===== config.mk =====
export PLATFORM = sky130hd
export DESIGN_NAME = alu_pipe
export DESIGN_NICKNAME = d
export VERILOG_FILES = /design/src/rtl/alu_pipe_pkg.sv /design/src/rtl/alu_pipe_slice.sv /design/src/rtl/alu_pipe.sv
export SDC_FILE = /design/constraint.sdc
export NUM_CORES = 1
export LEC_CHECK = 0
export ABC_AREA = 1
export CAP_MARGIN = 20
export CORE_ASPECT_RATIO = 1.2
export CORE_UTILIZATION = 45
export CTS_CLUSTER_SIZE = 14
export DETAILED_ROUTE_END_ITERATION = 7
export PLACE_DENSITY = 0.69
export SYNTH_ARGS = -nofsm -noshare
export SYNTH_HDL_FRONTEND = slang
export SYNTH_SLANG_ARGS = --single-unit
export TNS_END_PERCENT = 50

===== constraint.sdc =====
create_clock -name clk -period 2.7 [get_ports clk]
set_input_delay 0.27 -clock clk [delete_from_list [all_inputs] [get_ports clk]]
set_output_delay 0.27 -clock clk [all_outputs]
set_load 0.01 [all_outputs]

===== src/rtl/alu_pipe_pkg.sv =====
// Shared types and Hack ALU op encodings for the pipelined ALU (package alu_pkg).
package alu_pkg;

   typedef struct packed {
      logic zx;
      logic nx;
      logic zy;
      logic ny;
      logic f;
      logic no;
   } alu_ctrl_t;

   localparam logic [5:0] ALU_OP_ZERO    = 6'b101010;
   localparam logic [5:0] ALU_OP_ONE     = 6'b111111;
   localparam logic [5:0] ALU_OP_NEG1    = 6'b111010;
   localparam logic [5:0] ALU_OP_X       = 6'b001100;
   localparam logic [5:0] ALU_OP_Y       = 6'b110000;
   localparam logic [5:0] ALU_OP_NOTX    = 6'b001101;
   localparam logic [5:0] ALU_OP_XPLUSY  = 6'b000010;
   localparam logic [5:0] ALU_OP_XMINUSY = 6'b010011;
   localparam logic [5:0] ALU_OP_XANDY   = 6'b000000;
   localparam logic [5:0] ALU_OP_XORY    = 6'b010101;

endpackage


===== src/rtl/alu_pipe_slice.sv =====
// Single valid/ready register slice; holds its beat until the downstream side accepts it.
module alu_pipe_slice
   import alu_pkg::*;
#(
   parameter int unsigned DW = 8
) (
   input  logic          clk,
   input  logic          rst_n,
   input  logic          in_valid,
   output logic          in_ready,
   input  logic [DW-1:0] in_data,
   output logic          out_valid,
   input  logic          out_ready,
   output logic [DW-1:0] out_data
);

   logic          vld;
   logic [DW-1:0] data;

   assign in_ready  = !vld || out_ready;
   assign out_valid = vld;
   assign out_data  = data;

   // Data only captures real beats so the held value never changes on a bubble.
   always_ff @(posedge clk) begin
      if (!rst_n) begin
         vld  <= 1'b0;
         data <= '0;
      end else if (in_ready) begin
         vld <= in_valid;
         if (in_valid) data <= in_data;
      end
   end

endmodule


===== src/rtl/alu_pipe.sv =====
// Two-stage pipelined Hack ALU with valid/ready on both sides.
// Define ALU_PIPE_FLAGS_EN to add the carry/ovf adder flag outputs.
module alu_pipe
   import alu_pkg::*;
#(
   parameter int unsigned WIDTH = 16
) (
   input  logic             clk,
   input  logic             rst_n,
   input  logic             in_valid,
   output logic             in_ready,
   input  logic [WIDTH-1:0] x,
   input  logic [WIDTH-1:0] y,
   input  logic [5:0]       ctrl,
   output logic             out_valid,
   input  logic             out_ready,
   output logic [WIDTH-1:0] out,
   output logic             zr,
   output logic             ng
`ifdef ALU_PIPE_FLAGS_EN
  ,output logic             carry
  ,output logic             ovf
`endif
);

   localparam int unsigned S1W = 2 * WIDTH + 2;
`ifdef ALU_PIPE_FLAGS_EN
   localparam int unsigned S2W = WIDTH + 4;
`else
   localparam int unsigned S2W = WIDTH + 2;
`endif

   alu_ctrl_t        c;
   logic [WIDTH-1:0] xz, yz, x2, y2;
   logic [S1W-1:0]   s1_in, s1_q;
   logic             s1_vld, s2_rdy;
   logic [WIDTH-1:0] sx, sy, sum, fout, res;
   logic             sf, sno;
   logic [S2W-1:0]   s2_in, s2_q;

   assign c  = alu_ctrl_t'(ctrl);
   assign xz = c.zx ? '0 : x;
   assign x2 = c.nx ? ~xz : xz;
   assign yz = c.zy ? '0 : y;
   assign y2 = c.ny ? ~yz : yz;
   assign s1_in = {x2, y2, c.f, c.no};

   alu_pipe_slice #(.DW(S1W)) u_s1 (
      .clk       (clk),
      .rst_n     (rst_n),
      .in_valid  (in_valid),
      .in_ready  (in_ready),
      .in_data   (s1_in),
      .out_valid (s1_vld),
      .out_ready (s2_rdy),
      .out_data  (s1_q)
   );

   assign {sx, sy, sf, sno} = s1_q;

`ifdef ALU_PIPE_FLAGS_EN
   logic [WIDTH:0] sum_ext;
   logic           carry_d, ovf_d;
   assign sum_ext = {1'b0, sx} + {1'b0, sy};
   assign sum     = sum_ext[WIDTH-1:0];
   assign carry_d = sf && sum_ext[WIDTH];
   assign ovf_d   = sf && (sx[WIDTH-1] == sy[WIDTH-1]) && (sum[WIDTH-1] != sx[WIDTH-1]);
`else
   assign sum = sx + sy;
`endif

   assign fout = sf ? sum : (sx & sy);
   assign res  = sno ? ~fout : fout;

   // zr/ng travel with res so reset can force them to 0 independent of res.
`ifdef ALU_PIPE_FLAGS_EN
   assign s2_in = {res, ~|res, res[WIDTH-1], carry_d, ovf_d};
`else
   assign s2_in = {res, ~|res, res[WIDTH-1]};
`endif

   alu_pipe_slice #(.DW(S2W)) u_s2 (
      .clk       (clk),
      .rst_n     (rst_n),
      .in_valid  (s1_vld),
      .in_ready  (s2_rdy),
      .in_data   (s2_in),
      .out_valid (out_valid),
      .out_ready (out_ready),
      .out_data  (s2_q)
   );

`ifdef ALU_PIPE_FLAGS_EN
   assign {out, zr, ng, carry, ovf} = s2_q;
`else
   assign {out, zr, ng} = s2_q;
`endif

endmodule


==> results.md <==
- The flow ran to the end, and the final reports show no timing, DRC or antenna violations.
- Synthesis handed over a netlist of 591 instances.
- The CTS buffer count is 5.
- After the last flow step, the layout net total stands at 699.
- The mapped netlist covers about 3800 um2.
- In this run the power density over the cells is 453 nW/um2.
- The count of endpoints failing hold in the final timing report is 0.
- The number of design rule violations left after detail routing is 0.
- The deepest clock path buffer count is 2.
- The clock drives 53 sinks.
- TritonCTS built the clock tree.
- The floorplan step defined a core boundary enclosing 8110 um2.
- Across the VDD grid, the largest voltage drop is 288 uV.
- In the final routed layout, each cell accounts on average for 12.2 um.
- The number of placement rows is 36.
- The share of total power dissipated in sequential elements is 0.427.
- The accumulated negative setup slack is 0 ns.
- The kind of start point of the critical path is a register.
- Across the run, the number of max-cap violations was 0.
- Data on the critical path arrives at its endpoint at approximately 2.5 ns.
- The final-report max-slew violation count is 0.
- The worst path meets setup with 0.491 ns of slack.
- In the routed layout, each cell is associated on average with a via count of 5.03.
- The share of total power dissipated in the clock network is 0.263.
- Counting both buffers and inverters, the worst setup path holds a total of 0.
- For this run, the top clock speed supported by timing is 453 MHz.
- By area the synthesized netlist is led by dfxtp_1, nand2_1, nand3_1.
- The min-delay analysis places its worst path in the category register to register.
- The type of the worst setup path is register to register.
- The internal portion of the total power is between 1 and 1.5 mW.
- The clock-pin transition on the worst setup and hold timing paths is ~0.10 ns.
- The routed layout has between 3000 and 4000 vias.
- In this run, synthesis produced a sequential element count of 53.
- The element type at the critical path end is a register.
- The largest fanout of any net on the critical path is 4.
- The floorplan step defined a die boundary enclosing 8760 um2.
- The most numerous cell on the critical path is nand2_1.
- For this configuration, the core starts out at a cell density of 0.466.
- Summed over all instances, the cell type with the most area after synthesis is dfxtp_1.
- For this run, the total global-route usage over all layers was measured as 0.218.
- During placement, the flow inserted port buffers numbering a little over 60.
- Prior to clock tree synthesis, the placed netlist has a worst setup slack of 0.496 ns.
- The violation count after the first detailed-routing iteration is roughly 180.
- In this run the horizontal extent of the chip is between 80 and 90 um.
- The post-detailed-routing wire length is around 9000 um.
- The wire length of the first global-routing pass is 15300 um.
- The worst-case headroom to the max-slew limit is 0.648.
- Setup repair after global routing left no endpoint under its margin.
- The fraction of synthesized cell area taken by the top area cell type is 0.281.
- The initial antenna violation count was 0.
- The net switching power of the design is 0.672 mW.
- In the finished design, the share of the clock period the worst path needs comes to 0.818.
- The layout overhead on the synthesized area is 20.1%.
- The synthesis warning total is 0.
- The buffers inserted during post-CTS setup optimization is 0.
- The top cell family by delay on the critical path is simple AND/OR/NAND/NOR gates.
- The via count of the first global-routing pass was 3319.
- The worst hold slack is roughly 0.48 ns.
- A synthesized cell averages 6.39 um2.
- The largest clock skew in the final design is 0.00817 ns.
- Setup violations remaining at the end of the flow were counted as 0.
- The later pin in the worst-skew pair is clocked with a latency of 0.32 ns.
- The signal on the critical path passes through ha_1, fa_1, nand3_1, nand2_1, nand2_1, nand2_1, nand2_1, nand3_1, nand2_1, nand3_1, nor2_1, nand3_2, nor2_1, nand3_1, a21oi_2.
- The share of total power dissipated in combinational logic is 0.309.
- Of the total power, the share spent switching nets is 0.327.
- The total global routing overflow is 0.
- The clock period could shrink to 2.21 ns.
- Post-CTS repair changed the size of 0 cells.
- The critical path required time is 2.96 ns.
- The die is approximately 100 um tall.
- At the pin with the least slew margin, the transition time is ~0.53 ns.
- In this design, the stage delay of the slowest critical-path cell is 0.42 ns.
- The iteration count of the initial detailed-routing pass is 4.
- The distinct cell type count of the synthesized netlist is 29.
- For this design the static power due to leakage is 2.23 nW.
- At the end of routability-driven placement, the weighted congestion stood at 0.836.
- The cell type of the slowest stage on the worst timing path is fa_1.
- Hold repair after CTS inserted 0 buffers.
- The repair_antennas step left the layout with diodes totalling 0.
- The share of synthesized area occupied by flip-flops and latches is 0.281.
- The pin count of the biggest net entering global routing is 65.
- Once detail routing completed, the nets flagged for antenna violations numbered 0.
- The root buffer selected by CTS is clkbuf_8.
- The number of top-level pins is 62.
- The detailed placement HPWL is a little over 7000 um.
- Of the cells placed in the final design, the portion with a size suffix greater than 1 is 0.0609.
- The H-tree depth is 2.
- When the netlist entered floorplanning its net count stood at 650.
[cells by family (layout without fill, tap and decap cells)]
logic type / after synthesis / after routing / share of synthesized area
buffers and inverters: 94 / 143 / 0.103
XOR/XNOR: 34 / 34 / 0.0789
AND/OR/NAND/NOR: 292 / 292 / 0.333
adder cells (fa/ha/maj): 17 / 17 / 0.0583
flip-flops: 53 / 53 / 0.281
AO/OA/AOI/OAI: 101 / 101 / 0.146
[routing by layer]
layer	wire length (um)	vias to the layer above	track usage
met5	0	-	0
met4	73	0	0.0436
met3	239	5	0.0323
met2	4350	66	0.386
met1	4320	1632	0.282
li1	-	1997	-
[sequential cells by signal, indices dropped and copies added, names as in the netlist]
name / flops
u_s1.out_data: 34
u_s2.out_data: 17
u_s1.out_valid: 1
u_s2.out_valid: 1
[power by group through the flow]
| stage | clock network [mW] | logic [mW] | registers, mW |
|---|---|---|---|
| floorplan | 0 | 0.432 | 0.896 |
| detailed placement | 0 | 0.632 | 0.896 |
| global route | 0.585 | 0.719 | 0.886 |
| finish | 0.541 | 0.635 | 0.879 |
| CTS | 0.553 | 0.637 | 0.879 |
| global placement | 0 | 0.625 | 0.895 |
[cell usage in the layout, fill, tap and decap left out, types with 16 or more instances in the layout]
cell,n
dfxtp_1,53
nor2_1,23
inv_1,63
a21oi_1,44
xor2_1,34
nand3_1,67
nand2_1,178
clkdlybuf4s50_1,61
o21ai_0,40
ha_1,16
[cells in the mapped netlist]
library cell,instances
a21oi_1,44
a21oi_2,4
and2_1,2
buf_1,2
buf_2,4
buf_4,4
buf_6,1
clkbuf_1,16
clkbuf_8,1
clkinv_1,2
dfxtp_1,53
fa_1,1
ha_1,16
inv_1,63
inv_2,1
nand2_1,178
nand2_2,9
nand3_1,67
nand3_2,4
nand3b_1,1
nand4_1,2
nor2_1,23
nor2_2,2
o211ai_1,12
o21ai_0,40
o21ai_1,1
or2_1,1
or2_2,3
xor2_1,34
[worst register-to-register path, stage by stage (launching register included)]
cell and delay (ns):
dfxtp_1 0.32, ha_1 0.25, fa_1 0.42, nand3_1 0.13, nand2_1 0.10, nand2_1 0.09
nand2_1 0.05, nand2_1 0.05, nand3_1 0.07, nand2_1 0.11, nand3_1 0.08, nor2_1 0.13
nand3_2 0.07, nor2_1 0.09, nand3_1 0.09, a21oi_2 0.11
[final timing paths]
kind                                        from               end  slack, ns  depth (start not counted)
worst max-delay path            u_s1.out_data[2]  u_s2.out_data[1]       0.49                         15
worst min-delay path            u_s1.out_data[1]  u_s1.out_data[1]       0.48                          2
worst max register to register  u_s1.out_data[2]  u_s2.out_data[1]       0.49                         15
worst min register to register  u_s1.out_data[1]  u_s1.out_data[1]       0.48                          2
[through the flow]
step | std cells | instance area, um2 | total power, mW | util
after floorplan | 591 | 3780 | 1.33 | -
after global placement | 728 | 4430 | 1.52 | 0.546
after detailed placement | 728 | 4430 | 1.53 | 0.546
after CTS | 735 | 4530 | 2.07 | 0.559
after global routing | 735 | 4530 | 2.19 | 0.559
final | 735 | 4530 | 2.06 | 0.559
[layout make-up]
cell class / instances / area, um2
Sequential cell: 53 / 1060
Timing Repair Buffer: 70 / 678
Tap cell: 95 / 119
Inverter: 66 / 248
Clock inverter: 2 / 35.0
Multi-Input combinational cell: 444 / 2320
Fill cell: 856 / 3570
Clock buffer: 5 / 68.8
(Power assumes the default switching activity.)
